--- config.mk ---
export PLATFORM = sky130hd
export DESIGN_NAME = weighted_rr_scheduler
export DESIGN_NICKNAME = d
export VERILOG_FILES = /design/src/rtl/weighted_rr_scheduler.sv
export SDC_FILE = /design/constraint.sdc
export NUM_CORES = 1
export LEC_CHECK = 0
export ABC_AREA = 1
export CAP_MARGIN = 20
export CORE_UTILIZATION = 54
export CTS_CLUSTER_SIZE = 24
export DETAILED_ROUTE_END_ITERATION = 8
export PLACE_DENSITY = 0.85
export SYNTH_ARGS = -nofsm -noshare
export SYNTH_HDL_FRONTEND = slang
export SYNTH_SLANG_ARGS = --single-unit
--- constraint.sdc ---
create_clock -name clk -period 4.5 [get_ports clk]
set_input_delay 1.125 -clock clk [delete_from_list [all_inputs] [get_ports clk]]
set_output_delay 1.125 -clock clk [all_outputs]
set_load 0.005 [all_outputs]
--- src/rtl/weighted_rr_scheduler.sv ---
// Weighted round-robin scheduler.
// The owner keeps the grant for up to WEIGHT[owner] cycles, or until it drops its
// request. It then hands over to the next requester found by searching from the
// slot after it, with no idle cycle in between.
// Ports:
//   clk, rst_n      clock, synchronous active-low reset
//   req[N]          request vector, bit i is requester i
//   gnt[N]          one-hot grant, zero when idle
//   gnt_valid       a grant is active
//   gnt_id          index of the current owner, 0 when idle
//   credit          remaining extra cycles of the owner's quantum
//   rotate          one-cycle pulse on the cycle after the owner releases
module weighted_rr_scheduler #(
    parameter int unsigned      N            = 4,
    parameter int unsigned      WW           = 4,
    parameter logic [WW-1:0]    WEIGHT [N]   = '{default: WW'(1)},
    parameter int unsigned      IDW          = $clog2(N)
) (
    input  logic           clk,
    input  logic           rst_n,
    input  logic [N-1:0]   req,
    output logic [N-1:0]   gnt,
    output logic           gnt_valid,
    output logic [IDW-1:0] gnt_id,
    output logic [WW-1:0]  credit,
    output logic           rotate
);

    // Elaboration guard on the parameter range
    generate
        if (N < 2 || N > 16 || WW < 1) begin : g_bad_param
            $error("weighted_rr_scheduler: illegal parameters N=%0d WW=%0d", N, WW);
        end
    endgenerate

    typedef enum logic [0:0] {
        ST_IDLE  = 1'b0,
        ST_GRANT = 1'b1
    } state_t;

    // (base + off) mod N; both operands are below N, so one subtraction is enough
    function automatic logic [IDW-1:0] wrap_add(input logic [IDW-1:0] base,
                                                input int unsigned    off);
        int unsigned s;
        s = 32'(base) + off;
        if (s >= N) begin
            s = s - N;
        end
        return IDW'(s);
    endfunction

    // Quantum minus one; a zero weight still gets a single cycle
    function automatic logic [WW-1:0] quantum_m1(input logic [WW-1:0] w);
        return (w == '0) ? '0 : w - WW'(1);
    endfunction

    state_t         r_state;
    logic [IDW-1:0] r_ptr;
    logic [N-1:0]   r_gnt;
    logic           r_gnt_valid;
    logic [IDW-1:0] r_gnt_id;
    logic [WW-1:0]  r_credit;
    logic           r_rotate;

    state_t         w_state_nxt;
    logic [IDW-1:0] w_ptr_nxt;
    logic [N-1:0]   w_gnt_nxt;
    logic           w_gnt_valid_nxt;
    logic [IDW-1:0] w_gnt_id_nxt;
    logic [WW-1:0]  w_credit_nxt;
    logic           w_rotate_nxt;

    logic           w_release;
    logic [IDW-1:0] w_base;
    logic           w_sel_hit;
    logic [IDW-1:0] w_sel;

    // The owner lets go when its request drops or its quantum is used up
    assign w_release = (r_state == ST_GRANT) && (!req[r_gnt_id] || (r_credit == '0));

    // On release the search starts one past the owner, in the same edge
    assign w_base = w_release ? wrap_add(r_gnt_id, 1) : r_ptr;

    // First requester at or after w_base, wrapping modulo N
    always_comb begin
        w_sel_hit = 1'b0;
        w_sel     = '0;
        for (int unsigned i = 0; i < N; i++) begin
            if (!w_sel_hit && req[wrap_add(w_base, i)]) begin
                w_sel_hit = 1'b1;
                w_sel     = wrap_add(w_base, i);
            end
        end
    end

    // Next-state and next-output logic
    always_comb begin
        w_state_nxt     = r_state;
        w_ptr_nxt       = r_ptr;
        w_gnt_nxt       = r_gnt;
        w_gnt_valid_nxt = r_gnt_valid;
        w_gnt_id_nxt    = r_gnt_id;
        w_credit_nxt    = r_credit;
        w_rotate_nxt    = 1'b0;

        if (r_state == ST_GRANT && !w_release) begin
            w_credit_nxt = r_credit - WW'(1);
        end else begin
            if (w_release) begin
                w_ptr_nxt    = w_base;
                w_rotate_nxt = 1'b1;
            end
            if (w_sel_hit) begin
                w_state_nxt     = ST_GRANT;
                w_gnt_nxt       = N'(1) << w_sel;
                w_gnt_valid_nxt = 1'b1;
                w_gnt_id_nxt    = w_sel;
                w_credit_nxt    = quantum_m1(WEIGHT[w_sel]);
            end else begin
                w_state_nxt     = ST_IDLE;
                w_gnt_nxt       = '0;
                w_gnt_valid_nxt = 1'b0;
                w_gnt_id_nxt    = '0;
                w_credit_nxt    = '0;
            end
        end
    end

    // State and output registers; reset drops any grant without a rotate pulse
    always_ff @(posedge clk) begin
        if (!rst_n) begin
            r_state     <= ST_IDLE;
            r_ptr       <= '0;
            r_gnt       <= '0;
            r_gnt_valid <= 1'b0;
            r_gnt_id    <= '0;
            r_credit    <= '0;
            r_rotate    <= 1'b0;
        end else begin
            r_state     <= w_state_nxt;
            r_ptr       <= w_ptr_nxt;
            r_gnt       <= w_gnt_nxt;
            r_gnt_valid <= w_gnt_valid_nxt;
            r_gnt_id    <= w_gnt_id_nxt;
            r_credit    <= w_credit_nxt;
            r_rotate    <= w_rotate_nxt;
        end
    end

    assign gnt       = r_gnt;
    assign gnt_valid = r_gnt_valid;
    assign gnt_id    = r_gnt_id;
    assign credit    = r_credit;
    assign rotate    = r_rotate;

endmodule

Word-level counts from Yosys, hierarchy flattened
Cells that the tools add are included.
{"block": "totals", "elab_cells": 81, "ramBits": 0, "n_memories": 0, "input_bits": 6, "mem_bits_ro": 0, "latch_bits": 0, "register_bits": 14}
{"block": "classes", "n_bitwise": 3, "muxes": 34, "order_cmp": 11, "div_mod_pow": 0, "shift": 1, "multipliers": 0, "addsub": 11, "n_reduce_logical": 15, "eq_ne": 0}
{"operator": "$mux W4", "n": 6}
{"operator": "$mux W2", "n": 11}
{"operator": "$ge A3 B3 Y1 const B", "n": 5}
{"operator": "$lt A2 B3 Y1 const B", "n": 5}
{"operator": "$mux W1", "n": 11}
{"operator": "$bmux W1 S2", "n": 5}
{"operator": "$sub A2 B1 Y2 const B", "n": 5}
{"operator": "$bmux W4 S2", "n": 1}
{"operator": "$logic_not A4 Y1", "n": 2}
{"operator": "$sub A4 B1 Y4 const B", "n": 2}
{"operator": "$add A2 B1 Y3 const B", "n": 2}
{"operator": "$add A2 B2 Y3 const B", "n": 2}
{"operator": "$logic_and A1 B1 Y1", "n": 5}
{"operator": "$logic_not A1 Y1", "n": 5}
{"operator": "$shl A1 B2 Y4 const A", "n": 1}
{"operator": "$ge A2 B3 Y1 const B", "n": 1}
{"operator": "$not A2 Y3", "n": 1}
{"operator": "$not A1 Y1", "n": 2}
{"operator": "$reduce_and A2 Y1", "n": 1}
{"operator": "$reduce_or A2 Y1", "n": 1}
{"operator": "$logic_or A1 B1 Y1", "n": 1}

Depth between registers and ports, before layout
{"block": "depth", "ltp_word": 28, "mapped_depth": 20, "ltp_nobuf": 20}

Worst setup path after synthesis
No wires, ideal clock.
{"block": "synth_timing", "path_kind": "input -> register", "from": "input req[1]", "to": "register r_gnt[0], in the netlist gnt[0]", "cell_stages": 16, "t_arrival_ps": 2391, "n_path_buf": 0, "required_time_ps": 4388, "slack_ps": 1997, "cell_sequence": "inv_1 > nand2_1 > nand3_1 > nand2_2 > nand2_4 > nand3_1 > nand2_4 > nand2_1 > nand2_2 > nand2_1 > nand2_2 > nand4_1 > nand3_2 > nor2_1 > nand2_1 > nand2_1"}
{"block": "synth_between", "elab_chain_len": 22}
{"item": "start, declared", "line_no": "21", "text": "input logic [N-1:0] req,"}
{"item": "parallel branches: the longest is 22 deep, another holds $add A2 B1 Y3"}
{"item": "end signal, assigned", "line_no": "142", "text": "r_gnt <= w_gnt_nxt;"}
{"item": "end, declared", "line_no": "59", "text": "logic [N-1:0] r_gnt;"}
Several ways; the timed one is not identified. The select of a mux whose other input is x is not followed.
A chain may end at the register's enable or synchronous reset.

Worst setup path in the final report
{"block": "layout_timing", "from": "input req[3]", "to": "register r_gnt[3], in the netlist gnt[3]"}
The elaborated chain is that of the path after synthesis.

==> metrics.md <==
| Metric | Value |
|---|---|
| Bufs and invs on worst path | `2` |
| Initial Util | `60.6%` |
| Worst hold-check path type | `reg -> reg` |
| Clock network fraction of design power | `9.7%` |
| Top-area cell type share of the netlist area | `29.4%` |
| CTS root buffer | `clkbuf_4` |
| Filler cells | `124` |
| RSZ-0062 raised after global routing | `false` |
| Residual DRC | `0` |
| Final WL | `1960 um` |
| Syn Nets | `148` |
| # nets final | `170` |
| Die Wd | `44.0 um` |
| Switch Pwr | `0.334 mW` |
| Max Fanout on Critical Path | `7` |
| Die Ht | `44.0 um` |
| Largest net degree at the start of global routing | `9` |
| Crit start category | `input pin` |
| Critical Path AT | `3.13 ns` |
| Ant diodes | `0` |
| Critical path class | `in -> reg` |
| Router iterations before antenna repair | `6` |
| Combinational fraction of design power | `63.3%` |
| Area grow syn2layout | `22.3%` |
| Grt total ovfl | `0` |
| Most numerous cell in the Yosys netlist | `nand2_1` |
| Post-synth ARST share | `0%` |
| Tmin final | `2.92 ns` |
| TNS Setup | `0 ns` |
| Utilization after layout | `74.0%` |
| FF+latch count, synth | `14` |
| CTS tree | `yes` |
| R2R depth | `17` |
| DP HPWL | `1570 um` |
| VDD IR-drop max | `0.365 mV` |
| Max_slew headroom | `76.8%` |
| H-tree levels | `1` |
| Total CTS buffers | `3` |
| # IOs | `18` |
| Status | `complete, no violations` |
| Sequential Power Share | `27.0%` |
| Core area | `1580 sq um` |
| CP endpoint kind | `flip-flop` |
| Number of hold buffers added after cts | `0` |
| CP most frequent cell | `nand2_1` |
| Post-DP Area | `1140 sq um` |
| Synth top area cells | `dfxtp_1 29%, nand2_1 15%, nand2_4 12%` |
| Crit-path max cell delay | `0.49 ns` |
| Top cells by count, synth | `38 x nand2_1, 20 x nand3_1, 15 x inv_1, 14 x dfxtp_1, 13 x nor2_1` |
| CTS Sinks | `14` |
| Hold path cells | `1` |
| Non-filler cells, final | `177` |
| Syn Area/Cell | `6.77 sq um` |
| EDFF count, synth | `0` |
| Fmax achieved | `343 MHz` |
| Critical path cell sequence | `clkdlybuf4s50_1 > inv_1 > nand2_1 > nand3_2 > nand2_2 > nand2_4 > nand2_4 > nand2_4 > nand2_4 > nand2_1 > nand2_2 > nand2_1 > nand2_2 > nand2_1 > nand2_1 > nand2_2 > nor2_2 > nand2_1 > nand2_1` |
| Critical path depth | `19` |
| Antenna violations before repair | `0` |
| Worst-Margin Slew | `0.347 ns` |
| Synth Instances | `141` |
| Setup bufs post-CTS | `0` |
| Switching fraction of total power | `48.3%` |
| Row Count | `14` |
| Gpl congestion | `0.928` |
| PnR Total Power | `0.691 mW` |
| Clk slew on worst S/H paths | `0.07 ns` |
| Post-synth cell types | `21` |
| WL/cell | `11.1 um` |
| Tcrit/Tclk final | `64.8%` |
| Inst Count DP | `174` |
| Yosys warnings | `0` |
| Slew Viols, Final | `0` |
| First DRT Iteration DRCs | `29` |
| Vias in the first global route | `828` |
| Int Power | `0.358 mW` |
| P per Cell Area | `592 nW/um^2` |
| Skew-Pair Late Insertion Delay | `0.27 ns` |
| Post-route cell area | `1170 sq um` |
| Share of layout cells above drive strength 1 | `20.5%` |
| Die ar. | `1940 sq um` |
| Layout Skew | `0.00349 ns` |
| Gates resized, CTS repair | `0` |
| Required time of the critical path | `4.72 ns` |
| Via/cell ratio | `5.23` |
| Total track usage | `23.6%` |
| Crit-path leading delay family | `simple AND/OR/NAND/NOR gates` |
| Slowest-stage cell, CP | `clkdlybuf4s50_1` |
| MaxCap Viol Count | `0` |
| Register area share after synthesis | `29.4%` |
| Count of final setup violators | `0` |
| Port Buffers | `17` |
| Pleak | `0.601 nW` |
| Antenna-violating nets left | `0` |
| Total number of vias | `926` |
| First-pass GRT wire length | `3470 um` |
| Synth Flop Type | `dfxtp_1` |
| Post-Synthesis Cell Area | `955 sq um` |
| Hold Fails Final Rpt | `0` |
| Clk buf depth | `2` |
| Largest area contributor in the netlist | `dfxtp_1` |
[layout by cell type, fill, tap and decap left out]
| cell type | n |
|---|---|
| xor2_1 | 1 |
| or2_1 | 1 |
| nand2_4 | 10 |
| nand2_2 | 7 |
| inv_1 | 15 |
| ha_1 | 1 |
| o22ai_1 | 1 |
| clkbuf_4 | 3 |
| nand3_1 | 20 |
| or2_2 | 1 |
| nand2_1 | 38 |
| inv_4 | 1 |
| nor2_1 | 13 |
| inv_2 | 4 |
| clkdlybuf4s50_1 | 17 |
| nand4_1 | 4 |
| a21oi_2 | 1 |
| xnor2_1 | 1 |
| nand3_2 | 5 |
| a21oi_1 | 1 |
| nor2_2 | 1 |
| dfxtp_1 | 14 |
| o21ai_1 | 1 |
[state kept, by name (all words and copies together), names as in the netlist]
| register | count |
|---|---|
| gnt_valid | 1 |
| rotate | 1 |
| credit | 4 |
| gnt | 4 |
| r_ptr | 2 |
| gnt_id | 2 |
[area by class of cell]
cell class              count  area [sq um]  share of cell area, %
flip-flops and latches     14           280                   24.0
multi-input cells         107           597                   51.1
inverters                  20          77.6                   6.65
well taps                  16          20.0                   1.71
repair buffers             17           170                   14.6
clock buffers               3          22.5                   1.93
[kinds of logic (layout without fill, tap and decap cells)]
family	after synthesis	in the layout	share of synthesized area (%)
AO/OA/AOI/OAI	4	4	2.62
XOR/XNOR	2	2	1.84
adder cells (fa/ha/maj)	1	1	1.31
buffers and inverters	20	40	8.13
flip-flops	14	14	29.4
AND/OR/NAND/NOR	100	100	56.8
[power groups by stage]
stage | logic (mW) | registers (mW) | clock network [mW]
after detailed placement | 0.433 | 0.189 | 0
after CTS | 0.436 | 0.187 | 0.0688
after floorplan | 0.320 | 0.187 | 0
final | 0.437 | 0.187 | 0.0671
after global routing | 0.488 | 0.190 | 0.0746
after global placement | 0.420 | 0.187 | 0
[layer usage]
layer / up-vias / global-route usage [%] / share of wire, %
met5: - / 0 / 0
met3: 0 / 6.12 / 5.5
li1: 489 / - / -
met2: 28 / 37.1 / 46
met4: 0 / 4.85 / 0
met1: 409 / 32.9 / 48
[through the flow]
stage          hold slack [ns]  worst slack (ns)
4_1_cts                  0.439              1.61
2_1_floorplan            0.429              2.00
3_3_place_gp             0.427              1.41
6_report                 0.441              1.58
3_5_place_dp             0.428              1.33
5_1_grt                  0.480              1.38
[final timing paths]
path	startpoint	to	slack [ns]
worst max-delay path	req[3]	gnt[3]	1.58
worst max register to register	credit[0]	gnt[3]	2.33
worst min register to register	credit[0]	credit[0]	0.44
worst min-delay path	credit[0]	credit[0]	0.44
No activity file was read; power rests on OpenSTA's default activity.
